### config.mk
export PLATFORM = sky130hd
export DESIGN_NAME = rv_itcm_ctrl
export DESIGN_NICKNAME = d
export VERILOG_FILES = /design/src/rtl/rv_itcm_ctrl.sv
export SDC_FILE = /design/constraint.sdc
export NUM_CORES = 1
export LEC_CHECK = 0
export CORE_AREA = 4 4 103 105
export DETAILED_ROUTE_END_ITERATION = 16
export DIE_AREA = 0 0 107 109
export GPL_ROUTABILITY_DRIVEN = 0
export SLEW_MARGIN = 20
export SYNTH_ARGS = -nofsm -noshare
export SYNTH_HDL_FRONTEND = slang
export SYNTH_SLANG_ARGS = --single-unit
### constraint.sdc
create_clock -name clk -period 6.52 [get_ports clk]
set_input_delay 1.304 -clock clk [delete_from_list [all_inputs] [get_ports clk]]
set_output_delay 1.304 -clock clk [all_outputs]
set_load 0.02 [all_outputs]
### src/rtl/rv_itcm_ctrl.sv
// Instruction TCM access controller: arbitrates the single RAM read port between
// instruction fetch and data reads, forwards data writes and routes 1-cycle responses.
module rv_itcm_ctrl #(
    parameter int unsigned DEPTH       = 4096,
    parameter int unsigned XLEN        = 32,
    parameter int unsigned MAX_DSTREAK = 4,
    localparam int unsigned AW         = $clog2(DEPTH)
) (
    input  logic            clk,
    input  logic            rst,
    input  logic            if_req,
    input  logic [XLEN-1:0] if_addr,
    output logic            if_gnt,
    output logic            if_rvalid,
    output logic [31:0]     if_rdata,
    output logic            if_err,
    input  logic            d_req,
    input  logic            d_we,
    input  logic [XLEN-1:0] d_addr,
    input  logic [31:0]     d_wdata,
    input  logic [3:0]      d_strb,
    output logic            d_gnt,
    output logic            d_rvalid,
    output logic [31:0]     d_rdata,
    output logic            d_err,
    output logic            ram_wena,
    output logic [3:0]      ram_strobe,
    output logic [AW-1:0]   ram_addra,
    output logic [31:0]     ram_dina,
    output logic            ram_renb,
    output logic [AW-1:0]   ram_addrb,
    input  logic [31:0]     ram_doutb
);

    localparam logic [3:0] MaxStreak = 4'(MAX_DSTREAK);

    typedef enum logic [1:0] {
        OwnNone = 2'd0,
        OwnIf   = 2'd1,
        OwnD    = 2'd2
    } owner_e;

    owner_e     owner_q, owner_d;
    logic [3:0] streak_q, streak_d;
    logic       if_err_q, if_err_d;
    logic       d_err_q, d_err_d;
    logic       d_wr_rsp_q, d_wr_rsp_d;

    logic [AW-1:0] if_idx, d_idx;
    logic          if_oor, d_oor;
    logic          d_rd, d_wr, wr_hit, hazard, d_rd_win, d_rd_gnt;

    assign if_idx = if_addr[AW+1:2];
    assign d_idx  = d_addr[AW+1:2];
    assign if_oor = |if_addr[XLEN-1:AW+2];
    assign d_oor  = |d_addr[XLEN-1:AW+2];

    always_comb begin
        d_rd     = d_req & ~d_we;
        d_wr     = d_req & d_we;
        wr_hit   = ~rst & d_wr & ~d_oor;
        // A fetch to the word being written this cycle would read stale data.
        hazard   = wr_hit & (if_idx == d_idx);
        d_rd_win = d_rd & ((streak_q < MaxStreak) | ~if_req);

        d_gnt    = ~rst & (d_wr | d_rd_win);
        d_rd_gnt = ~rst & d_rd_win;
        if_gnt   = ~rst & if_req & ~hazard & ~d_rd_win;

        ram_wena   = wr_hit;
        ram_strobe = wr_hit ? d_strb  : 4'b0;
        ram_addra  = wr_hit ? d_idx   : '0;
        ram_dina   = wr_hit ? d_wdata : 32'b0;

        ram_renb  = 1'b0;
        ram_addrb = '0;
        if (if_gnt && !if_oor) begin
            ram_renb  = 1'b1;
            ram_addrb = if_idx;
        end else if (d_rd_gnt && !d_oor) begin
            ram_renb  = 1'b1;
            ram_addrb = d_idx;
        end
    end

    always_comb begin
        owner_d    = OwnNone;
        if (if_gnt) begin
            owner_d = OwnIf;
        end else if (d_rd_gnt) begin
            owner_d = OwnD;
        end
        if_err_d   = if_gnt & if_oor;
        d_err_d    = d_gnt & d_oor;
        d_wr_rsp_d = d_gnt & d_we;

        streak_d = streak_q;
        if (!if_req || if_gnt) begin
            streak_d = 4'd0;
        end else if (d_rd_gnt && streak_q < MaxStreak) begin
            streak_d = streak_q + 4'd1;
        end
    end

    always_ff @(posedge clk) begin
        if (rst) begin
            owner_q    <= OwnNone;
            streak_q   <= 4'd0;
            if_err_q   <= 1'b0;
            d_err_q    <= 1'b0;
            d_wr_rsp_q <= 1'b0;
        end else begin
            owner_q    <= owner_d;
            streak_q   <= streak_d;
            if_err_q   <= if_err_d;
            d_err_q    <= d_err_d;
            d_wr_rsp_q <= d_wr_rsp_d;
        end
    end

    // Responses are masked while reset is held so an in-flight reply is dropped.
    always_comb begin
        if_rvalid = ~rst & (owner_q == OwnIf);
        if_err    = if_rvalid & if_err_q;
        if_rdata  = (if_rvalid && !if_err_q) ? ram_doutb : 32'b0;
        d_rvalid  = ~rst & ((owner_q == OwnD) | d_wr_rsp_q);
        d_err     = d_rvalid & d_err_q;
        d_rdata   = (!rst && owner_q == OwnD && !d_err_q) ? ram_doutb : 32'b0;
    end

endmodule

# Yosys cells after proc, flatten, opt, wreduce, memory -nomap -nowiden
# Index checks and enable logic that the tools add are counted.
# word_totals
output_inout_bits	132
word_cells	66
in_bits	137
ff_bits	9
# op_classes
magnitude_cmp	1
n_eq_ne	3
bitwise	27
reduce_logical	17
addsub	1
mux	11
# ops
cell	n
32-bit two-way mux	3
12-bit two-way mux	3
18-bit OR reduction	2
1-bit AND	18
12-bit equality test	1
1-bit logical AND	6
1-bit logical NOT	6
1-bit inverter	6
4-bit by 1-bit adder with 4-bit output, second input constant	1
4-bit by 3-bit < comparator with 1-bit output, second input constant	1
4-bit two-way mux	1
2-bit OR reduction	2
1-bit two-way mux	3
1-bit OR	3
2-bit by 1-bit equality test with 1-bit output, second input constant	1
2-bit equality test, second input constant	1
2-bit two-way mux	1
1-bit logical OR	1

# Longest topological paths before layout
# Gate-level depths: netlist of run 1.
# depth
ltp_word	9
depth_mapped	6
ltp_nobuf	5

# Worst setup path before layout of run 1
# OpenSTA, ideal clock, no wires.
# synth_path
path_type	input port to output port
start	in d_addr[22]
end	out ram_dina[22]
path_buffers	1
arrival_ps	2761
cell_stages	5
t_required_ps	5216
slack_ps	2455
cell_sequence	nor4_1 nand3_1 nor4_4 clkbuf_1 and2_1
# synth_via
elab_chain_cells	4
# synth_rtl
item	line_no	rtl
start, declared	19	input logic [XLEN-1:0] d_addr,
18-bit OR reduction	56	assign d_oor = |d_addr[XLEN-1:AW+2];
1-bit inverter	61	wr_hit = ~rst & d_wr & ~d_oor;
1-bit AND	61	
via ram_wena	26	output logic ram_wena,
32-bit two-way mux	73	ram_dina = wr_hit ? d_wdata : 32'b0;
end, declared	29	output logic [31:0] ram_dina,
# The timed path passes the listed nets, and every way through them passes these cells.

# Worst setup path in the final report of run 1
# layout_path
start	in d_addr[21]
end	out ram_renb
# layout_via
elab_chain_cells	9
word_cells_on_any_way	12
cone_classes	2 x mux; 6 x bitwise; 4 x reduce/logical
# layout_rtl
item	line_no	rtl
18-bit OR reduction *	56	
1-bit inverter	61	
1-bit AND	61	
1-bit AND	63	hazard = wr_hit & (if_idx == d_idx);
1-bit inverter	68	if_gnt = ~rst & if_req & ~hazard & ~d_rd_win;
1-bit AND (2 in series)	68	
1-bit logical AND	77	if (if_gnt && !if_oor) begin
1-bit two-way mux *	77	
end, declared	30	output logic ram_renb,
# Mark *: on every way between the ends. The rest lies on a longest branch, timed or not.

==> results of run 1 <==
==> cell usage after synthesis (all sizes together) (2+ instances only) <==
library cell	number	area (µm²)
a211oi	2	25.0
a22o	12	105
a31oi	2	12.5
and2	116	726
and3	12	75.1
buf	4	22.5
clkbuf	13	51.3
dfxtp	9	180
inv	3	11.3
nand2	4	15.0
nand3	3	15.0
nor2	4	15.0
nor3	2	10.0
nor4	13	111
xor2	13	114
==> power by group through the flow <==
stage	registers (µW)	logic [µW]	clock network (µW)
CTS	58.1	138	65.9
floorplan	58.6	30.8	0
global route	58.2	145	70.4
detailed placement	59.1	137	0
finish	58.1	137	64.6
global placement	59.1	136	0
==> worst paths after layout <==
| check | cells past startpoint | start | end |
|---|---|---|---|
| setup / recovery | 7 | d_addr[21] | ram_renb |
| hold / removal | 2 | streak_q[1] | streak_q[1] |
| setup reg to reg | 5 | streak_q[3] | streak_q[0] |
| hold reg to reg | 2 | streak_q[1] | streak_q[1] |
==> cells by family (layout without fill, tap and decap cells) <==
| family | count (synthesis) | count (layout) | synth area share |
|---|---|---|---|
| xor gates and xnor gates | 13 | 13 | 0.0705 |
| buffers and inverters | 20 | 276 | 0.0527 |
| and+or+nand+nor | 162 | 162 | 0.643 |
| adders and majority gates | 1 | 1 | 0.00775 |
| AOI/OAI and AO/OA | 21 | 21 | 0.114 |
| DFF | 9 | 9 | 0.112 |
==> registers in the layout, summed over array words and instances (netlist names) <==
| name | count |
|---|---|
| streak_q | 4 |
| owner_q | 2 |
| d_err_q | 1 |
| d_wr_rsp_q | 1 |
| if_err_q | 1 |
==> per-stage QoR <==
| stage | util | instance area [µm²] | setup slack (ns) | hold slack (ns) | power, µW |
|---|---|---|---|---|---|
| after global placement | 0.457 | 4400 | 1.04 | 0.467 | 195 |
| final | 0.462 | 4450 | 1.04 | 0.484 | 259 |
| after CTS | 0.462 | 4450 | 0.984 | 0.486 | 262 |
| after floorplan | - | 1610 | 2.46 | 0.448 | 89.4 |
| after global routing | 0.462 | 4450 | 0.919 | 0.510 | 274 |
| after detailed placement | 0.457 | 4400 | 1.00 | 0.480 | 197 |
==> worst min-delay path: stages (launching register included) <==
cell      delay [ns]
dfxtp_1         0.31
nand2_1         0.07
a221oi_2        0.05
==> layout make-up <==
cell class              instances  area (µm²)  share of cell area
clock buffers                   4        45.0              0.0101
inverters                       3        11.3             0.00253
multi-input cells             197        1370               0.307
flip-flops and latches          9         180              0.0405
well taps                     133         166              0.0374
repair buffers                269        2680               0.602
==> routing by layer <==
layer	wire length, µm	share of wire	vias to the layer above
met4	141	0.015	0
met1	3180	0.34	1134
met5	0	0	-
met3	955	0.10	10
met2	4970	0.54	139
li1	-	-	1270
==> impl_metrics.tcl, run 1 <==
set metrics [dict create \
    final_cell_mix "clkdlybuf4s50_1, and2_1, xor2_1, and3_1, a22o_1" \
    crit_buf_inv 2 \
    nets 621 \
    p_leak_uw 0.00170 \
    p_switching_uw 66.3 \
    grt_usage 0.145 \
    cts_hold_buf 0 \
    insertion_delay_ns 0.23 \
    cp_slowest_cell "clkdlybuf4s50_1" \
    ys.flop_type "dfxtp_1" \
    stdcell_count 615 \
    cts.repair.resized 0 \
    p_seq_frac 0.224 \
    period_minus_slack_ns 5.48 \
    dieHeight_um 109 \
    htreeDepth 1 \
    crit_type "primary input to output port" \
    syn_inst 226 \
    cts_root_buffer "clkbuf_8" \
    setup_viol 0 \
    yosys_warnings 0 \
    fin_worst_skew_ns 0.00435 \
    via_per_inst 4.15 \
    dp_cells 611 \
    cts_buffer_depth 2 \
    drt-pass1-iter-count 4 \
    cp_max_fo 20 \
    dp_hpwl_mm 8.08 \
    synth_enable_flop_cells 0 \
    pwr-share-comb 0.527 \
    startpoint_type "primary input" \
    n_fill_cell 1023 \
    drive_above_1_share 0.0415 \
    drv_cap 0 \
    run_status "completed" \
    r2r_setup_slack_ns 5.18 \
    maxSlewHeadroom 0.387 \
    crit_chain "clkdlybuf4s50_1 > nor4_1 > nand3_1 > nor4_4 > nand4_2 > a31o_2 > clkdlybuf4s50_1" \
    diodes 0 \
    core_um2 9640 \
    row_count 36 \
    drv_slew 0 \
    syn-num-nets 364 \
    netSwitchingFraction 0.256 \
    use_met3 0.0491 \
    drt-initial-drc-count 57 \
    antenna_left 0 \
    critPathArrivalTime_ns 4.17 \
    grt_max_degree 50 \
    ios 269 \
    layout_commonest_cell "clkdlybuf4s50_1" \
    tns_ns 0 \
    rsz0062_at_grt "no" \
    ir_drop_v 0.0000459 \
    required_ns 5.22 \
    tightest_slew_ns 0.915 \
    syn_to_final_growth_pct 176 \
    fin_crit_sh 0.840 \
    powerDensity_nw_per_um2 58.2 \
    clk_pin_slew_ns 0.05 \
    critPathTopFamily "simple AND/OR/NAND/NOR gates" \
    cts_tree "yes" \
    via_count 2553 \
    busiest_layer "met2" \
    cell_internal_pwr_uw 193 \
    netlist_area_um2 1610 \
    antenna_found_initial 0 \
    grtUsageMet1 0.139 \
    synth.distinct_cells 32 \
    cpPeakStageDelay_ns 0.54 \
    ys_seq_area_frac 0.112 \
    async_reset_ff_frac 0 \
    totalWireLength_mm 9.24 \
    drc_errors 0 \
    dieArea_um2 11700 \
    routedWlPerCell_um 15.0 \
    syn_area_per_cell_um2 7.14 \
    fmax_ghz 0.183 \
    grt_pass1_vias 2596 \
    grt-ovfl-total 0 \
    hold_violations 0 \
    cts.sinks 9 \
    cpMostUsedCell "clkdlybuf4s50_1" \
    post-cts-setup-buffers 0 \
    clock_power_share 0.249 \
    initial_utilization 0.167 \
    cts_made_buffers 3 \
    worst_setup_path_end_kind "output port" \
    port_buffers 264 \
    synth-seq-cells 9 \
    hp-class "flop to flop" \
    die_x_um 107 \
    grt_use_met2 0.293 \
    grt_pass1_wl_mm 13.4 \
]
(Power assumes the default switching activity.)
==> run 2: changes to the inputs <==
--- a/config.mk
+++ b/config.mk
@@ -5,10 +5,11 @@
 export SDC_FILE = /design/constraint.sdc
 export NUM_CORES = 1
 export LEC_CHECK = 0
-export CORE_AREA = 4 4 103 105
+export CORE_AREA = 4 4 104 106
 export DETAILED_ROUTE_END_ITERATION = 16
-export DIE_AREA = 0 0 107 109
+export DIE_AREA = 0 0 108 110
 export GPL_ROUTABILITY_DRIVEN = 0
+export PLACE_DENSITY = 0.66
 export SLEW_MARGIN = 20
 export SYNTH_ARGS = -nofsm -noshare
 export SYNTH_HDL_FRONTEND = slang
==> constraint.sdc (replaced) <==
create_clock -name clk -period 4.9 [get_ports clk]
set_input_delay 0.98 -clock clk [delete_from_list [all_inputs] [get_ports clk]]
set_output_delay 0.98 -clock clk [all_outputs]
set_load 0.02 [all_outputs]
==> run 2 against run 1 <==
Compared with the run above: clock power is 32% higher; via count rose by 0.31%; register-to-register slack worse by 1.6 ns; first-iteration DRC count up 32%; combinational power is 32% higher; flip-flop and latch count is the same; largest cell class unchanged; largest power group unchanged; highest routed layer unchanged.
==> impl_metrics.tcl, run 2 (synthesis results as in run 1) <==
set metrics [dict create \
    drt-initial-drc-count 75 \
    r2r_start "streak_q[3]" \
    drv_slew 0 \
    insertion_delay_ns 0.23 \
    antenna_left 0 \
    cell_internal_pwr_uw 256 \
    powerDensity_nw_per_um2 77.0 \
    grt_pass1_vias 2553 \
    port_buffers 264 \
    grt_max_degree 33 \
    initial_utilization 0.165 \
    grtUsageMet1 0.138 \
    largest_reg_flops 4 \
    core_um2 9770 \
    drive_above_1_share 0.0455 \
    cts_made_buffers 3 \
    p_leak_uw 0.00171 \
    drt-pass1-iter-count 4 \
    htreeDepth 1 \
    dp_hpwl_mm 7.90 \
    totalWireLength_mm 9.05 \
    syn_to_final_growth_pct 177 \
    final_cell_mix "clkdlybuf4s50_1, and2_1, xor2_1, and3_1, a22o_1" \
    hold_violations 0 \
    clk_pin_slew_ns 0.04 \
    critPathArrivalTime_ns 3.52 \
    rsz0062_at_grt "no" \
    antenna_found_initial 0 \
    fin_crit_sh 0.919 \
    grt_usage 0.138 \
    p_seq_frac 0.225 \
    regMostFlops "streak_q" \
    row_count 36 \
    run_status "completed" \
    cts.repair.resized 0 \
    nets 623 \
    drv_cap 0 \
    via_per_inst 4.14 \
    via_count 2561 \
    required_ns 3.92 \
    cts_tree "yes" \
    top_regs "streak_q: 4 flops, owner_q: 2 flops" \
    layout_commonest_cell "clkdlybuf4s50_1" \
    tns_ns 0 \
    cts_buffer_depth 2 \
    reg2reg_depth 5 \
    fin_worst_skew_ns 0.00199 \
    startpoint_type "primary input" \
    utilization 0.457 \
    cts_hold_buf 0 \
    r2r_setup_slack_ns 3.56 \
    ir_drop_v 0.0000556 \
    setup_viol 0 \
    dieHeight_um 110 \
    dieArea_um2 11900 \
    worstReg2RegEnd "streak_q[0]" \
    worst_setup_path_end_kind "output port" \
    cts_root_buffer "clkbuf_8" \
    use_met3 0.0425 \
    grt_pass1_wl_mm 13.1 \
    endpoint "ram_addrb[7]" \
    critPathLaunch "if_addr[17]" \
    p_switching_uw 87.6 \
    pwr-share-comb 0.527 \
    grt-ovfl-total 0 \
    maxSlewHeadroom 0.550 \
    post-cts-setup-buffers 0 \
    cp_max_fo 14 \
    crit_type "primary input to output port" \
    clock_power_share 0.248 \
    cts.sinks 9 \
    ios 269 \
    hp-class "flop to flop" \
    tightest_slew_ns 0.669 \
    die_x_um 108 \
    period_minus_slack_ns 4.50 \
    netSwitchingFraction 0.255 \
    routedWlPerCell_um 14.6 \
    drc_errors 0 \
    fmax_ghz 0.222 \
    busiest_layer "met2" \
    grt_use_met2 0.270 \
]
run 2: critical path, cell delays in order:
cell and delay, ns:
clkdlybuf4s50_1 0.40, or4_4 0.54, nor4_4 0.59, and3_1 0.26
a22o_1 0.14, clkdlybuf4s50_1 0.61
run 2: stage by stage:
step                instance area (µm²)  hold slack, ns  setup slack, ns  total power, µW  std cells
global placement                   4420           0.462            0.425              258        613
global route                       4460           0.510            0.280              362        617
finish                             4470           0.488            0.397              344        618
detailed placement                 4420           0.480            0.413              261        613
floorplan                          1610           0.448             1.48              119        226
CTS                                4460           0.487            0.399              348        617
run 2: power groups by stage:
stage          Combinational [µW]  Clock [µW]  Sequential, µW
3_3_place_gp                  179           0            78.6
4_1_cts                       183        87.3            77.4
3_5_place_dp                  182           0            78.7
2_1_floorplan                41.0           0            78.0
6_report                      181        85.2            77.4
5_1_grt                       194        90.5            77.6
run 2: cell type report:
| class | count | area (µm²) |
|---|---|---|
| Clock buffer | 4 | 45.0 |
| Tap cell | 133 | 166 |
| Multi-Input combinational cell | 197 | 1370 |
| Sequential cell | 9 | 180 |
| Inverter | 3 | 11.3 |
| Fill cell | 989 | 5310 |
| Timing Repair Buffer | 271 | 2700 |
| Antenna cell | 1 | 2.50 |
run 2: worst min path at each step:
stage                      startpoint          end  slack (ns)  cells after the start
after floorplan           streak_q[3]  streak_q[3]        0.45                      2
after global placement    streak_q[3]  streak_q[3]        0.46                      2
after detailed placement  streak_q[3]  streak_q[3]        0.48                      2
after CTS                 streak_q[3]  streak_q[3]        0.49                      2
after global routing      streak_q[3]  streak_q[3]        0.51                      2
final                     streak_q[3]  streak_q[3]        0.49                      2
run 2: layer usage:
layer	vias to the layer above	routed length, µm	part of all wire
met2	147	4800	0.53
li1	1280	-	-
met5	-	0	0
met3	10	1080	0.12
met4	0	126	0.014
met1	1124	3040	0.34
